--- config.mk ---
export PLATFORM = sky130hd
export DESIGN_NAME = cnn_sequencer
export DESIGN_NICKNAME = d
export VERILOG_FILES = /design/src/rtl/cnn_sequencer.sv
export SDC_FILE = /design/constraint.sdc
export NUM_CORES = 1
export LEC_CHECK = 0
export ABC_AREA = 1
export BUFFER_PORTS_ARGS = -buffer_cell sky130_fd_sc_hd__buf_2
export CORE_ASPECT_RATIO = 0.7
export CORE_MARGIN = 5
export CORE_UTILIZATION = 40
export CTS_CLUSTER_DIAMETER = 60
export CTS_CLUSTER_SIZE = 10
export DETAILED_ROUTE_END_ITERATION = 10
export SYNTH_ARGS = -nofsm -noshare
export SYNTH_HDL_FRONTEND = slang
export SYNTH_SLANG_ARGS = --single-unit
--- constraint.sdc ---
create_clock -name clk -period 2.99 [get_ports clk]
set_clock_uncertainty 0.1 [all_clocks]
set_input_delay 0.299 -clock clk [delete_from_list [all_inputs] [get_ports clk]]
set_output_delay 0.299 -clock clk [all_outputs]
set_load 0.02 [all_outputs]
--- src/rtl/cnn_sequencer.sv ---
// Frame-level controller for the CNN datapath: loads a USB pixel frame into the
// image buffer, runs conv/pool/fc(/bp) engines, then argmaxes the FC logits.
module cnn_sequencer #(
    parameter int IMAGE_PIXELS = 784,
    parameter int NUM_CLASSES  = 10,
    parameter int LOGIT_W      = 16,
    parameter int ADDR_W       = 10
) (
    input  logic                      clk,
    input  logic                      rst,
    input  logic [7:0]                usb_data_in,
    input  logic                      usb_data_valid,
    output logic                      usb_data_accept,
    input  logic                      mode_train,
    output logic                      buf_wr_en,
    output logic [ADDR_W-1:0]         buf_wr_addr,
    output logic [7:0]                buf_wr_data,
    output logic                      conv_start,
    output logic                      pool_start,
    output logic                      fc_start,
    output logic                      bp_start,
    input  logic                      conv_done,
    input  logic                      pool_done,
    input  logic                      fc_done,
    input  logic                      bp_done,
    output logic [3:0]                logit_rd_addr,
    input  logic signed [LOGIT_W-1:0] logit_rd_data,
    output logic [7:0]                label_out,
    output logic [7:0]                usb_data_out,
    output logic                      usb_data_ready,
    input  logic                      usb_data_ack,
    output logic                      busy,
    output logic                      err_label
);

    localparam logic [3:0] S_IDLE   = 4'd0;
    localparam logic [3:0] S_LOAD   = 4'd1;
    localparam logic [3:0] S_LABEL  = 4'd2;
    localparam logic [3:0] S_CONV   = 4'd3;
    localparam logic [3:0] S_POOL   = 4'd4;
    localparam logic [3:0] S_FC     = 4'd5;
    localparam logic [3:0] S_ARGMAX = 4'd6;
    localparam logic [3:0] S_BP     = 4'd7;
    localparam logic [3:0] S_OUTPUT = 4'd8;

    localparam logic [ADDR_W-1:0] LAST_PIX  = ADDR_W'(IMAGE_PIXELS - 1);
    localparam logic [7:0]        MAX_LABEL = 8'(NUM_CLASSES - 1);
    localparam logic [3:0]        LAST_ADDR = 4'(NUM_CLASSES - 1);
    localparam logic [3:0]        LAST_STEP = 4'(NUM_CLASSES);

    logic [3:0]                state_q, state_d;
    logic [ADDR_W-1:0]         pix_cnt;
    logic                      train_q;
    logic                      bp_ok;
    logic [3:0]                step;
    logic [3:0]                best_idx;
    logic [3:0]                best_idx_nx;
    logic signed [LOGIT_W-1:0] best_val;
    logic                      xfer;
    logic                      load_xfer;
    logic                      enter;
    logic                      best_upd;

    assign xfer      = usb_data_valid && usb_data_accept;
    assign load_xfer = xfer && ((state_q == S_IDLE) || (state_q == S_LOAD));
    assign enter     = (state_d != state_q);

    // Logit for index step-1 arrives while step is on the bus; the first one seeds best.
    assign best_upd    = (state_q == S_ARGMAX) && (step != 4'd0) &&
                         ((step == 4'd1) || (logit_rd_data > best_val));
    assign best_idx_nx = best_upd ? (step - 4'd1) : best_idx;

    always_comb begin
        state_d = state_q;
        case (state_q)
            S_IDLE:   if (xfer) state_d = S_LOAD;
            S_LOAD:   if (xfer && (pix_cnt == LAST_PIX)) state_d = train_q ? S_LABEL : S_CONV;
            S_LABEL:  if (xfer) state_d = S_CONV;
            S_CONV:   if (!conv_start && conv_done) state_d = S_POOL;
            S_POOL:   if (!pool_start && pool_done) state_d = S_FC;
            S_FC:     if (!fc_start && fc_done) state_d = S_ARGMAX;
            S_ARGMAX: if (step == LAST_STEP) state_d = (train_q && bp_ok) ? S_BP : S_OUTPUT;
            S_BP:     if (!bp_start && bp_done) state_d = S_OUTPUT;
            S_OUTPUT: if (usb_data_ack && usb_data_ready) state_d = S_IDLE;
            default:  state_d = S_IDLE;
        endcase
    end

    always_ff @(posedge clk or posedge rst) begin
        if (rst) begin
            state_q         <= S_IDLE;
            pix_cnt         <= '0;
            train_q         <= 1'b0;
            bp_ok           <= 1'b0;
            step            <= '0;
            best_idx        <= '0;
            best_val        <= '0;
            usb_data_accept <= 1'b0;
            busy            <= 1'b0;
            buf_wr_en       <= 1'b0;
            buf_wr_addr     <= '0;
            buf_wr_data     <= '0;
            conv_start      <= 1'b0;
            pool_start      <= 1'b0;
            fc_start        <= 1'b0;
            bp_start        <= 1'b0;
            logit_rd_addr   <= '0;
            label_out       <= '0;
            usb_data_out    <= '0;
            usb_data_ready  <= 1'b0;
            err_label       <= 1'b0;
        end else begin
            state_q         <= state_d;
            usb_data_accept <= (state_d == S_IDLE) || (state_d == S_LOAD) || (state_d == S_LABEL);
            busy            <= (state_d != S_IDLE);
            conv_start      <= enter && (state_d == S_CONV);
            pool_start      <= enter && (state_d == S_POOL);
            fc_start        <= enter && (state_d == S_FC);
            bp_start        <= enter && (state_d == S_BP);
            err_label       <= 1'b0;
            buf_wr_en       <= load_xfer;
            if (load_xfer) begin
                buf_wr_addr <= (state_q == S_IDLE) ? '0 : pix_cnt;
                buf_wr_data <= usb_data_in;
            end
            if (best_upd) begin
                best_idx <= best_idx_nx;
                best_val <= logit_rd_data;
            end

            case (state_q)
                S_IDLE: begin
                    if (xfer) begin
                        train_q <= mode_train;
                        pix_cnt <= ADDR_W'(1);
                    end
                end
                S_LOAD: begin
                    if (xfer) pix_cnt <= pix_cnt + 1'b1;
                end
                S_LABEL: begin
                    if (xfer) begin
                        label_out <= usb_data_in;
                        if (usb_data_in > MAX_LABEL) begin
                            err_label <= 1'b1;
                            bp_ok     <= 1'b0;
                        end else begin
                            bp_ok     <= 1'b1;
                        end
                    end
                end
                S_ARGMAX: begin
                    step <= step + 4'd1;
                    if (logit_rd_addr != LAST_ADDR) logit_rd_addr <= logit_rd_addr + 4'd1;
                end
                S_OUTPUT: begin
                    if (usb_data_ack && usb_data_ready) usb_data_ready <= 1'b0;
                end
                default: ;
            endcase

            if (enter && (state_d == S_ARGMAX)) begin
                step          <= '0;
                logit_rd_addr <= '0;
            end
            // From ARGMAX the final comparison lands on this same edge, hence best_idx_nx.
            if (enter && (state_d == S_OUTPUT)) begin
                usb_data_out   <= 8'(best_idx_nx);
                usb_data_ready <= 1'b1;
            end
            if (enter && (state_d == S_IDLE)) pix_cnt <= '0;
        end
    end

endmodule

# Yosys cells after proc, flatten, opt, wreduce, memory -nomap -nowiden

Cells that the tools add are included.
Widths: inputs -> output; s select.

Register bits after elaboration: 83
Bits in latches: 0
RAM bits: 0
Memory bits (read-only): 0
Input bits: 33
Output and inout port bits: 47
Logic and storage cells: 120
Memories: 0

$add $sub $neg: 4
Multipliers: 0
Divide/modulo/power cells: 0
Order comparisons: 2
Equal/unequal tests: 23
Shift-type cells: 0
Mux-type cells: 30
Bitwise logic cells: 0
Reductions and logical operators: 40

Operator list:

| cell                  | number |
|---|---|
| $mux 4                | 16 |
| $mux 10               | 4 |
| $pmux 4 s9            | 1 |
| $eq 4x3->1 const B    | 8 |
| $pmux 10 s2           | 1 |
| $logic_and 1x1->1     | 18 |
| $eq 4x2->1 const B    | 4 |
| $gt 16x16->1          | 1 |
| $eq 4x1->1 const B    | 3 |
| $eq 4x4->1 const B    | 3 |
| $add 10x1->10 const B | 1 |
| $eq 10x10->1 const B  | 1 |
| $add 4x1->4 const B   | 2 |
| $gt 8x4->1 const B    | 1 |
| $logic_not 4->1       | 2 |
| $mux 1                | 8 |
| $reduce_and 2->1      | 4 |
| $reduce_bool 2->1     | 4 |
| $reduce_bool 4->1     | 2 |
| $ne 3x2->1 const B    | 2 |
| $logic_not 1->1       | 4 |
| $logic_or 1x1->1      | 4 |
| $ne 4x4->1            | 1 |
| $ne 4x4->1 const B    | 1 |
| 3 further kinds       | 3 |

# Depth between registers and ports, before layout

Depth after elaboration: 8
Depth in mapped cells: 17
Gate-level depth less buffers: 17

# Worst setup path before layout

No wires, ideal clock.

Kind: register -> register
From: reg best_val[7]
To: reg best_val[12]
Library setup time: 0.120 ns
Arrival: 1.686 ns
Required time: 2.770 ns
Setup slack: 1.084 ns
Stages on the path, launching flop included: 17
Path buffers: 1
Cell sequence: dfrtp_1 > inv_1 > ha_1 > nand2_1 > nor2_1 > nand3_1 > nand3_1 > nand2_1 > nand2_1 > nand2_1 > nand2_1 > nand2_1 > nand2_2 > nand2_4 > buf_4 > nor2_1 > a21oi_1

Word-level cells in the longest chain between the ends: 3

Ends and longest elaborated chain:

| what                   | line | source |
|---|---|---|
| start, declared        | 58   | `logic signed [LOGIT_W-1:0] best_val;` |
| start signal, assigned | 128  | `best_val <= logit_rd_data;` |
| $gt 16x16->1           | 70   | `((step == 4'd1) \|\| (logit_rd_data > best_val));` |
| $logic_or 1x1->1       | 70   |  |
| $logic_and 1x1->1      | 69   | `assign best_upd = (state_q == S_ARGMAX) && (step != 4'd0) &&` |

No other way between the ends.
A chain may end at the register's enable or synchronous reset.

# Worst setup path in the final report

From: reg step[0]
To: reg conv_start

Word-level cells in the longest chain between the ends: 5

Ends and longest elaborated chain:

| what                                     | line    | source |
|---|---|---|
| start, declared                          | 55      | `logic [3:0] step;` |
| start signal, assigned                   | 153     | `step <= step + 4'd1;` |
| $eq 4x4->1 *                             | 82      | `S_ARGMAX: if (step == LAST_STEP) state_d = (train_q && bp_ok) ? S_BP : S_OUTPUT;` |
| $mux 4 *                                 | 82      |  |
| $pmux 4 s9 *                             | 75      | `case (state_q)` |
| $ne 4x4->1 or $eq 4x2->1 (tied branches) | 66, 116 |  |
| $logic_and 1x1->1 *                      | 116     | `conv_start <= enter && (state_d == S_CONV);` |
| end signal, assigned                     | 116     |  |
| end, declared                            | 18      | `output logic conv_start,` |

Mark *: on every way between the ends. The rest lies on a longest branch, timed or not.

==> metrics.md <==
| Metric | Value |
|---|---|
| Hold_sp | `logit_rd_data[6]` |
| I/O pin cnt | `80` |
| Grt total ovfl | `0` |
| Vias in the first global route | `3285` |
| Final HPWL from detailed placement | `~7200 um` |
| Cells on worst reg2reg path | `15` |
| Hold Vio Cnt, Final | `0` |
| Vias/cell | `4.740` |
| Worst setup margin | `0.7351 ns` |
| Register bit total from synthesis | `83` |
| WL/cell | `about 13 um` |
| Status | `complete, no violations` |
| Leakage power figure | `approximately 2.8 nW` |
| Diodes inserted | `0` |
| Die W | `about 130 um` |
| Pwr Density | `roughly 520 nW/um2` |
| Dpl ws | `about 0.67 ns` |
| Core area | `slightly above 10000 um2` |
| Largest net degree at the start of global routing | `40` |
| Element type at the critical path start | `register` |
| Reg2Reg Setup Slack | `approximately 0.74 ns` |
| Num rows | `31` |
| Final ANT Viol Nets | `0` |
| Hold EP | `best_val[6]` |
| Max IR drop VDD | `roughly 270 uV` |
| Initial Utilization | `0.4107` |
| Max-slew violations | `0` |
| Drt first pass iters | `4` |
| Chip Height | `96.44 um` |
| Sequential share of the synthesized area | `0.4865` |
| Routed vias | `roughly 3500` |
| CP endpoint kind | `register` |
| Clk_lat worst skew | `approximately 0.34 ns` |
| FF-to-FF Start | `step[0]` |
| DRT iter0 DRCs | `204` |
| Crit path DAT | `around 2.4 ns` |
| Worst slew pin tran | `between 0.6 and 0.7 ns` |
| Hold_ws | `0.1321 ns` |
| Share of cells above drive strength 1 | `0.2047` |
| Hold WC Path Type | `in -> reg` |
| I/O Buffers | `75` |
| Netlist cell types | `35` |
| Dpl cells | `between 700 and 800` |
| Hold Path Depth | `3` |
| Final Wtd Congestion | `around 0.93` |
| Cell area after layout | `slightly above 5000 um2` |
| Post-Synthesis Cell Area | `roughly 4300 um2` |
| Crit path max fanout | `11` |
| Synth Instances | `510` |
| Initial antenna violation count | `0` |
| Clk buf depth | `2` |
| # setup viols final | `0` |
| Die area | `12870 um2` |
| Setup TNS | `0 ns` |
| Crit share post-route | `0.7541` |
| Worst reg2reg path endpoint | `conv_start` |
| Clock transition at path regs | `roughly 0.06 ns` |
| Yosys warning total | `0` |
| Layout Nets | `around 650` |
| CTS tree | `done` |
| # H-tree levels | `3` |
| Fmax | `0.4435 GHz` |
| Cell Area, Placed | `around 4800 um2` |
| Final Power | `2.647 mW` |
| Global-route wire length before repair | `roughly 16000 um` |
| Final min period | `between 2 and 2.5 ns` |
| Rel. slew slack | `0.5392` |
| Critical path class | `reg -> reg` |
| RSZ-0062 raised after global routing | `false` |
| Final Util | `0.4899` |
| Residual DRC | `0` |
| Tot GR Track Use | `0.1570` |
| Maxcap violations | `0` |
| Root Driver | `clkbuf_16` |
| Total clock sinks | `83` |
| Final WL | `9470 um` |
| Critical path data required time | `between 3 and 4 ns` |
| Area delta synth->final | `19.28%` |
| Syn avg cell area | `8.371 um2` |
| Fin cells | `between 700 and 800` |
| Clock buffer count from CTS | `9` |
sequential cells by signal (all words and copies together), names as in the netlist, 8 cells and up:
register     cells
label_out        8
buf_wr_data      8
pix_cnt         10
buf_wr_addr     10
best_val        16
layer usage:
layer	vias to the layer above	track usage	share of wire	wire, um
li1	1777	-	-	-
met1	1577	0.2260	0.52	4896
met2	86	0.2314	0.42	3962
met3	11	0.04451	0.054	513
met4	0	0.04709	0.010	98
met5	-	0	0	0
worst max-delay path: stages, from the launching register on:
cell,delay (ns)
dfrtp_1,0.43
inv_1,0.15
ha_1,0.16
nand2_1,0.05
nor2_1,0.17
o21ai_1,0.15
o21ai_0,0.10
nand2_1,0.08
nand2_2,0.12
nor2_2,0.06
nand2_2,0.19
nand2_1,0.10
nor3_2,0.11
nand2_1,0.06
nor2_1,0.09
nor2_1,0.04
worst max path at each step:
stage / start / end / slack, ns / depth (start not counted)
after global routing: step[0] / conv_start / 0.48 / 15
after global placement: logit_rd_data[7] / best_idx[1] / 0.73 / 15
after floorplan: rst / best_idx[0] / 0.45 / 1
final: step[0] / conv_start / 0.74 / 15
after detailed placement: logit_rd_data[7] / best_idx[2] / 0.67 / 15
after CTS: step[0] / conv_start / 0.71 / 15
placed cells by master (no fill, tap or decap), drive strengths merged:
| master | n |
|---|---|
| bufinv | 2 |
| o31ai | 2 |
| o211ai | 5 |
| nand2 | 114 |
| o221ai | 1 |
| xor2 | 7 |
| o2111ai | 1 |
| nor3 | 11 |
| conb | 4 |
| a21oi | 24 |
| clkbuf | 10 |
| clkinv | 4 |
| a31oi | 1 |
| and2 | 4 |
| buf | 79 |
| o21ai | 38 |
| ha | 23 |
| nor4 | 1 |
| o22ai | 5 |
| nand4 | 8 |
| xnor2 | 2 |
| or2 | 1 |
| dfrtp | 83 |
| inv | 91 |
| nand3 | 26 |
| clkinvlp | 1 |
| dlygate4sd3 | 1 |
| nor2 | 47 |
layout make-up:
cell class / count / area (um2)
timing repair buffer: 80 / 415.4
inverter: 92 / 349.1
clock buffer: 10 / 229.0
fill: 1014 / 5303
multi-input combinational: 325 / 1767
tap: 132 / 165.2
sequential: 83 / 2077
clock inverter: 6 / 90.09
cell usage after synthesis, drive strengths merged:
| master | count | area (um2) |
|---|---|---|
| xnor2 | 2 | 17.52 |
| nor4 | 1 | 6.260 |
| conb | 1 | 3.750 |
| o221ai | 1 | 8.760 |
| a21oi | 24 | 120.1 |
| xor2 | 7 | 61.31 |
| nand2 | 114 | 455.4 |
| o21ai | 38 | 190.2 |
| o31ai | 2 | 15.01 |
| inv | 92 | 347.8 |
| ha | 23 | 287.8 |
| nor3 | 11 | 75.07 |
| o2111ai | 1 | 15.01 |
| o211ai | 5 | 37.54 |
| clkbuf | 3 | 11.26 |
| nand4 | 8 | 56.30 |
| nand3 | 26 | 130.1 |
| o22ai | 5 | 31.28 |
| and2 | 4 | 25.02 |
| a31oi | 1 | 21.27 |
| or2 | 1 | 6.260 |
| dfrtp | 83 | 2077 |
| nor2 | 47 | 191.4 |
| buf | 10 | 77.57 |
power breakdown:
part           switching, mW  internal (mW)  total (mW)
sequential            0.0362           1.17        1.21
clock                  0.448          0.733        1.18
combinational          0.172         0.0877       0.259
kinds of logic after synthesis:
group,count (synthesis),share of synthesized area
AND/OR/NAND/NOR,212,0.2216
flip-flops,83,0.4865
buffers and inverters,105,0.1023
other,1,0.0008784
XOR/XNOR,9,0.01847
AO/OA/AOI/OAI,77,0.1029
adder cells (fa/ha/maj),23,0.06741
repair_timing:
| item | in CTS | in global routing |
|---|---|---|
| gates resized for setup | 0 | 0 |
| buffers inserted | 0 | 0 |
| hold buffers | 1 | 0 |
| endpoints found under the hold margin | 37 | 0 |
| setup endpoints to repair | 0 | 0 |
Power figures use the tool's default switching activity.
